--- src/rtl/accel_avg_filter_pkg.sv ---
// Shared definitions for the accelerometer moving-average filter:
// word/sum widths, default window depth and FSM state encoding.
package accel_avg_filter_pkg;

    localparam int WORD_W             = 16;
    localparam int LOG2_DEPTH_DEFAULT = 3;
    localparam int DEPTH_DEFAULT      = 1 << LOG2_DEPTH_DEFAULT;
    localparam int SUM_W_DEFAULT      = WORD_W + LOG2_DEPTH_DEFAULT;

    typedef enum logic {
        ST_FILL = 1'b0,
        ST_RUN  = 1'b1
    } state_t;

    // Running sum of 2^log2_depth signed words never exceeds this width.
    function automatic int sum_width(input int log2_depth);
        return WORD_W + log2_depth;
    endfunction

endpackage

--- src/rtl/accel_avg_filter_axis_ring_avg.sv ---
// One axis of the moving average: ring buffer, running sum, and the
// average the sum will have once the current sample is committed.
module axis_ring_avg
    import accel_avg_filter_pkg::*;
#(
    parameter int LOG2_DEPTH = LOG2_DEPTH_DEFAULT
) (
    input  logic                  clk,
    input  logic                  rst,
    input  logic                  i_tick,
    input  logic [LOG2_DEPTH-1:0] i_wr_ptr,
    input  logic [WORD_W-1:0]     i_sample,
    output logic [WORD_W-1:0]     o_next_avg
);

    localparam int DEPTH = 1 << LOG2_DEPTH;
    localparam int SUM_W = sum_width(LOG2_DEPTH);

    logic        [WORD_W-1:0] r_buf [DEPTH];
    logic signed [SUM_W-1:0]  r_sum;
    logic signed [SUM_W-1:0]  w_new_ext;
    logic signed [SUM_W-1:0]  w_old_ext;
    logic signed [SUM_W-1:0]  w_next_sum;
    logic        [WORD_W-1:0] w_old;

    assign w_old      = r_buf[i_wr_ptr];
    assign w_new_ext  = {{LOG2_DEPTH{i_sample[WORD_W-1]}}, i_sample};
    assign w_old_ext  = {{LOG2_DEPTH{w_old[WORD_W-1]}}, w_old};
    assign w_next_sum = r_sum + w_new_ext - w_old_ext;

    // Taking this slice is the arithmetic right shift by LOG2_DEPTH, truncated to a word.
    assign o_next_avg = w_next_sum[LOG2_DEPTH +: WORD_W];

    // NOTE: the buffer is reset on purpose; the running sum is only exact if
    // every slot it subtracts starts at zero, so this cannot be left to chance.
    always_ff @(posedge clk or negedge rst) begin
        if (!rst) begin
            for (int i = 0; i < DEPTH; i++) begin
                r_buf[i] <= '0;
            end
            r_sum <= '0;
        end else if (i_tick) begin
            r_buf[i_wr_ptr] <= i_sample;
            r_sum           <= w_next_sum;
        end
    end

endmodule

--- src/rtl/accel_avg_filter.sv ---
// Samples raw X/Y accelerometer words at a fixed rate and emits the
// sliding-window mean per axis with a one-cycle valid strobe.
module accel_avg_filter
    import accel_avg_filter_pkg::*;
#(
    parameter int SAMPLE_DIV = 120000,
    parameter int LOG2_DEPTH = LOG2_DEPTH_DEFAULT
) (
    input  logic              clk,
    input  logic              rst,
    input  logic [WORD_W-1:0] x_axis,
    input  logic [WORD_W-1:0] y_axis,
    output logic [WORD_W-1:0] x_filt,
    output logic [WORD_W-1:0] y_filt,
    output logic              filt_valid,
    output logic              filled
);

    localparam int CNT_W = $clog2(SAMPLE_DIV);

    logic [CNT_W-1:0]      r_cnt;
    logic                  w_tick;
    logic [LOG2_DEPTH-1:0] r_wr_ptr;
    logic [LOG2_DEPTH-1:0] r_fill;
    state_t                r_state;
    state_t                w_next_state;
    logic                  w_issue;
    logic [WORD_W-1:0]     w_x_avg;
    logic [WORD_W-1:0]     w_y_avg;
    logic [WORD_W-1:0]     r_x_filt;
    logic [WORD_W-1:0]     r_y_filt;
    logic                  r_valid;
    logic                  r_filled;

    assign w_tick = (r_cnt == CNT_W'(SAMPLE_DIV - 1));

    // NOTE: state is updated with non-blocking assignments only, so every
    // register samples the values from before this edge.
    always_ff @(posedge clk or negedge rst) begin
        if (!rst) begin
            r_cnt    <= '0;
            r_wr_ptr <= '0;
            r_fill   <= '0;
            r_state  <= ST_FILL;
        end else begin
            r_cnt   <= w_tick ? '0 : r_cnt + 1'b1;
            r_state <= w_next_state;
            if (w_tick) begin
                r_wr_ptr <= r_wr_ptr + 1'b1;
                if (r_state == ST_FILL) begin
                    r_fill <= r_fill + 1'b1;
                end
            end
        end
    end

    // NOTE: defaults come first so no path through the case can infer a latch.
    always_comb begin
        w_next_state = r_state;
        w_issue      = 1'b0;
        case (r_state)
            ST_FILL: begin
                if (w_tick && (r_fill == '1)) begin
                    w_next_state = ST_RUN;
                    w_issue      = 1'b1;
                end
            end
            ST_RUN: begin
                w_issue = w_tick;
            end
            default: w_next_state = ST_FILL;
        endcase
    end

    always_ff @(posedge clk or negedge rst) begin
        if (!rst) begin
            r_x_filt <= '0;
            r_y_filt <= '0;
            r_valid  <= 1'b0;
            r_filled <= 1'b0;
        end else begin
            r_valid <= w_issue;
            if (w_issue) begin
                r_x_filt <= w_x_avg;
                r_y_filt <= w_y_avg;
                r_filled <= 1'b1;
            end
        end
    end

    axis_ring_avg #(.LOG2_DEPTH(LOG2_DEPTH)) u_x_avg (
        .clk        (clk),
        .rst        (rst),
        .i_tick     (w_tick),
        .i_wr_ptr   (r_wr_ptr),
        .i_sample   (x_axis),
        .o_next_avg (w_x_avg)
    );

    axis_ring_avg #(.LOG2_DEPTH(LOG2_DEPTH)) u_y_avg (
        .clk        (clk),
        .rst        (rst),
        .i_tick     (w_tick),
        .i_wr_ptr   (r_wr_ptr),
        .i_sample   (y_axis),
        .o_next_avg (w_y_avg)
    );

    assign x_filt     = r_x_filt;
    assign y_filt     = r_y_filt;
    assign filt_valid = r_valid;
    assign filled     = r_filled;

endmodule

--- config.mk ---
export PLATFORM = sky130hd
export DESIGN_NAME = accel_avg_filter
export DESIGN_NICKNAME = d
export VERILOG_FILES = /design/src/rtl/accel_avg_filter_pkg.sv /design/src/rtl/accel_avg_filter_axis_ring_avg.sv /design/src/rtl/accel_avg_filter.sv
export SDC_FILE = /design/constraint.sdc
export NUM_CORES = 1
export LEC_CHECK = 0
export CAP_MARGIN = 5
export CELL_PAD_IN_SITES_DETAIL_PLACEMENT = 1
export CELL_PAD_IN_SITES_GLOBAL_PLACEMENT = 2
export CORE_MARGIN = 3
export CORE_UTILIZATION = 47
export DETAILED_ROUTE_END_ITERATION = 16
export PLACE_DENSITY_LB_ADDON = 0.1
export SYNTH_ARGS = -nofsm -noshare
export SYNTH_HDL_FRONTEND = slang
export SYNTH_SLANG_ARGS = --single-unit
--- constraint.sdc ---
create_clock -name clk -period 9.2 [get_ports clk]
set_input_delay 2.76 -clock clk [delete_from_list [all_inputs] [get_ports clk]]
set_output_delay 2.76 -clock clk [all_outputs]
set_load 0.1 [all_outputs]
==> out/qor.txt <==
Status - complete, no violations
DRT antenna net count - 0
WP data required - 9.59 ns
Most numerous cell in the Yosys netlist - dfrtp_1
Die Wd - 202.5 um
Top sig layer - met4
CP max FO - 8
Post-CTS sizing - 0
Port Buffer Count - 67
Post-Syn Instances - 1447
Postcts setup bufs - 0
Hpwl dp - 29090 um
Hold Path Depth - 1
CTS Buf Count - 41
DRC - 0
Clock Tree Buf Depth - 3
Pre-CTS setup slack - 2.673 ns
Setup ws final - 3.283 ns
Area contributors post-synth - dfrtp_1 (49%), mux2_2 (16%), mux4_2 (7.9%)
Vias - 11.38k
Leak pwr - 9.999 nW
Pwr per Cell Area - 164.2 nW/um^2
CTS tree - done
Initial antenna violation count - 0
Sequential share of power - 46.1%
DRT iter0 DRCs - 469
Clock Sinks - 352
Core area - 37840 um^2
Vias in the first global route - 12.66k
Net switching power - 0.8003 mW
Comb power frac - 7.6%
Routed wl met3 - 1263 um
Worst-Margin Slew - 1.194 ns
WL final - 45900 um
Sequential area share after synthesis - 48.56%
Setup crit end kind - flop
HP Start - filled$_DFFE_PN0P_
Antenna diodes - 0
Crit path DAT - 6.31 ns
Async set-reset flop share out of synthesis - 100.0%
Layout cell share with drive strength beyond 1 - 27.86%
Slew Limit Fails - 0
Achievable Freq - 169.0 MHz
Mapped cell area - 18140 um^2
Vias/cell - 5.578
Min Tclk post-route - 5.917 ns
Grt ovf - 0
Largest net degree at the start of global routing - 173
Int Power - 2.576 mW
Hold_buf cts - 0
IO Pins - 68
Area leader, netlist - dfrtp_1
Yosys warnings - 0
Max IR drop VDD - 135.9 uV
Clock Power Share - 46.3%
Hold crit path type - reg -> reg
Metal1 wirelength - 21480 um
Avg Cell Area, Syn - 12.54 um^2
P&R area growth vs syn - 13.38%
Synth Flop Type - dfrtp_1
Switching part of the total - 23.70%
Register bit count reported by yosys - 352
Post-synth EDFFs - 0
Unique cell type count in the Yosys netlist - 61
Period utilization - 64.32%
Max-Cap Viols - 0
Starting density of the core - 47.93%
First-pass GRT wire length - 73790 um
Endpoints failing hold - 0
Reg-to-reg startpoint - r_wr_ptr[0]$_DFFE_PN0P_
Placer congestion estimate - 0.8000
Die Area - 40990 um^2
R2R depth - 13
Synthesized Nets - 1561
Yosys top cell area share - 48.56%
Sum of negative setup slack - 0 ns
Slew HR - 19.79%
Die height - 202.5 um
Post-DR wirelength/cell - 22.50 um
Clock-pin slew on the worst setup and hold paths - 0.06 ns
Routed wl met2 - 22060 um
Worst setup SP type - input pin
Site Rows - 71
RSZ-0062 raised after global routing - false
Final #Nets - 1618
Worst Path Class, Setup - in -> reg
Layout Skew - 0.01823 ns
Total Routing Usage GR - 23.01%
H-tree Lvls - 2
Setup Viol. Count Final - 0
Critical path launch point - x_axis[1]
Clock root cell - clkbuf_16
Pre-antenna DRT Iters - 5
Most frequent cells after synthesis - dfrtp_1 (352), mux2_2 (262), inv_1 (135)
Skew-Pair Late Insertion Delay - 0.55 ns
## critical path, cell delays in order
cell             delay (ns)
clkdlybuf4s50_1        0.61
inv_1                  0.12
fa_1                   0.55
inv_1                  0.07
fa_1                   0.48
a211oi_1               0.31
o21bai_1               0.16
o21ai_0                0.32
o21ai_0                0.25
a221oi_1               0.35
xor2_1                 0.21
o21ai_0                0.11
## layout make-up
type                       instances  area [um^2]
fill                            3829        17280
clock inverter                    12        112.6
sequential                       352         8817
timing repair buffer              86        830.8
inverter                         136        510.5
clock buffer                      56         1162
tap                              511        639.4
multi-input combinational        887         8492
## cell usage in the layout, fill, tap and decap left out, types with 3 or more instances in the layout
| cell type | Yosys | final |
|---|---|---|
| nand4_1 | 7 | 7 |
| a211oi_1 | 4 | 4 |
| clkbuf_16 | 0 | 41 |
| mux2i_1 | 5 | 5 |
| o211ai_1 | 3 | 3 |
| xnor2_1 | 26 | 26 |
| clkdlybuf4s50_1 | 0 | 66 |
| or2_2 | 2 | 3 |
| clkbuf_8 | 0 | 8 |
| a31oi_1 | 7 | 7 |
| clkinv_2 | 0 | 9 |
| nand4b_1 | 3 | 3 |
| a21o_1 | 21 | 21 |
| inv_1 | 135 | 135 |
| o21bai_1 | 4 | 4 |
| nand2_1 | 119 | 119 |
| nor3_1 | 6 | 6 |
| nand3_1 | 15 | 15 |
| and2_1 | 3 | 3 |
| and3_1 | 11 | 11 |
| o21ai_0 | 99 | 98 |
| mux2_2 | 262 | 262 |
| a21oi_1 | 27 | 27 |
| a211o_1 | 3 | 3 |
| xor2_1 | 26 | 26 |
| buf_4 | 9 | 18 |
| mux4_2 | 64 | 64 |
| fa_1 | 36 | 36 |
| dfrtp_1 | 352 | 349 |
| ha_1 | 44 | 44 |
| clkbuf_1 | 37 | 7 |
| nor2_1 | 41 | 40 |
| nand2b_1 | 4 | 4 |
| mux2_1 | 9 | 9 |
## registers in the layout, summed over array words and instances, names as in the netlist
signal,cells
u_x_avg.r_buf,128
u_y_avg.r_buf,128
u_x_avg.r_sum,19
u_y_avg.r_sum,19
r_cnt,17
x_filt,16
y_filt,16
r_fill,3
r_wr_ptr,3
filled,1
filt_valid,1
r_state,1
## worst paths after layout
kind	to	slack, ns
setup reg to reg	u_x_avg.r_sum[16]$_DFFE_PN0P_	4.04
min in group asynchronous	u_y_avg.r_buf[119]$_DFFE_PN0P_	2.27
max in group asynchronous	y_filt[11]$_DFFE_PN0P_	5.38
hold / removal	filled$_DFFE_PN0P_	0.47
hold reg to reg	filled$_DFFE_PN0P_	0.47
setup / recovery	u_x_avg.r_sum[16]$_DFFE_PN0P_	3.28
## layer usage
layer	GRT usage [%]	vias to the layer above
met4	6.533	0
li1	-	5153
met1	32.63	6013
met3	2.742	63
met2	37.86	151
met5	0	-
## power by group through the flow
stage	registers, mW	logic (mW)	clock network [mW]
3_5_place_dp	1.59	0.256	0
3_3_place_gp	1.59	0.253	0
4_1_cts	1.56	0.258	1.61
2_1_floorplan	1.59	0.146	0
6_report	1.56	0.255	1.56
5_1_grt	1.56	0.287	1.68
## per-stage QoR
stage	hold slack [ns]	utilization (%)	power (mW)	area [um^2]	std cells
6_report	0.4704	54.34	3.377	20560	2040
5_1_grt	0.4945	54.34	3.524	20560	2040
4_1_cts	0.4763	54.34	3.428	20560	2040
3_5_place_dp	0.4587	50.97	1.841	19290	1972
3_3_place_gp	0.4489	50.97	1.838	19290	1972
2_1_floorplan	0.4387	-	1.731	18140	1447
## cells by family after synthesis
kind of cell	Yosys count	share of synthesized area, %
flip-flops	352	48.56
multiplexers	340	25.05
AND/OR/NAND/NOR	229	6.043
buffers and inverters	208	4.794
AO/OA/AOI/OAI	186	6.036
adder cells (fa/ha/maj)	80	7.008
XOR/XNOR	52	2.511
No activity file was read; power rests on OpenSTA's default activity.
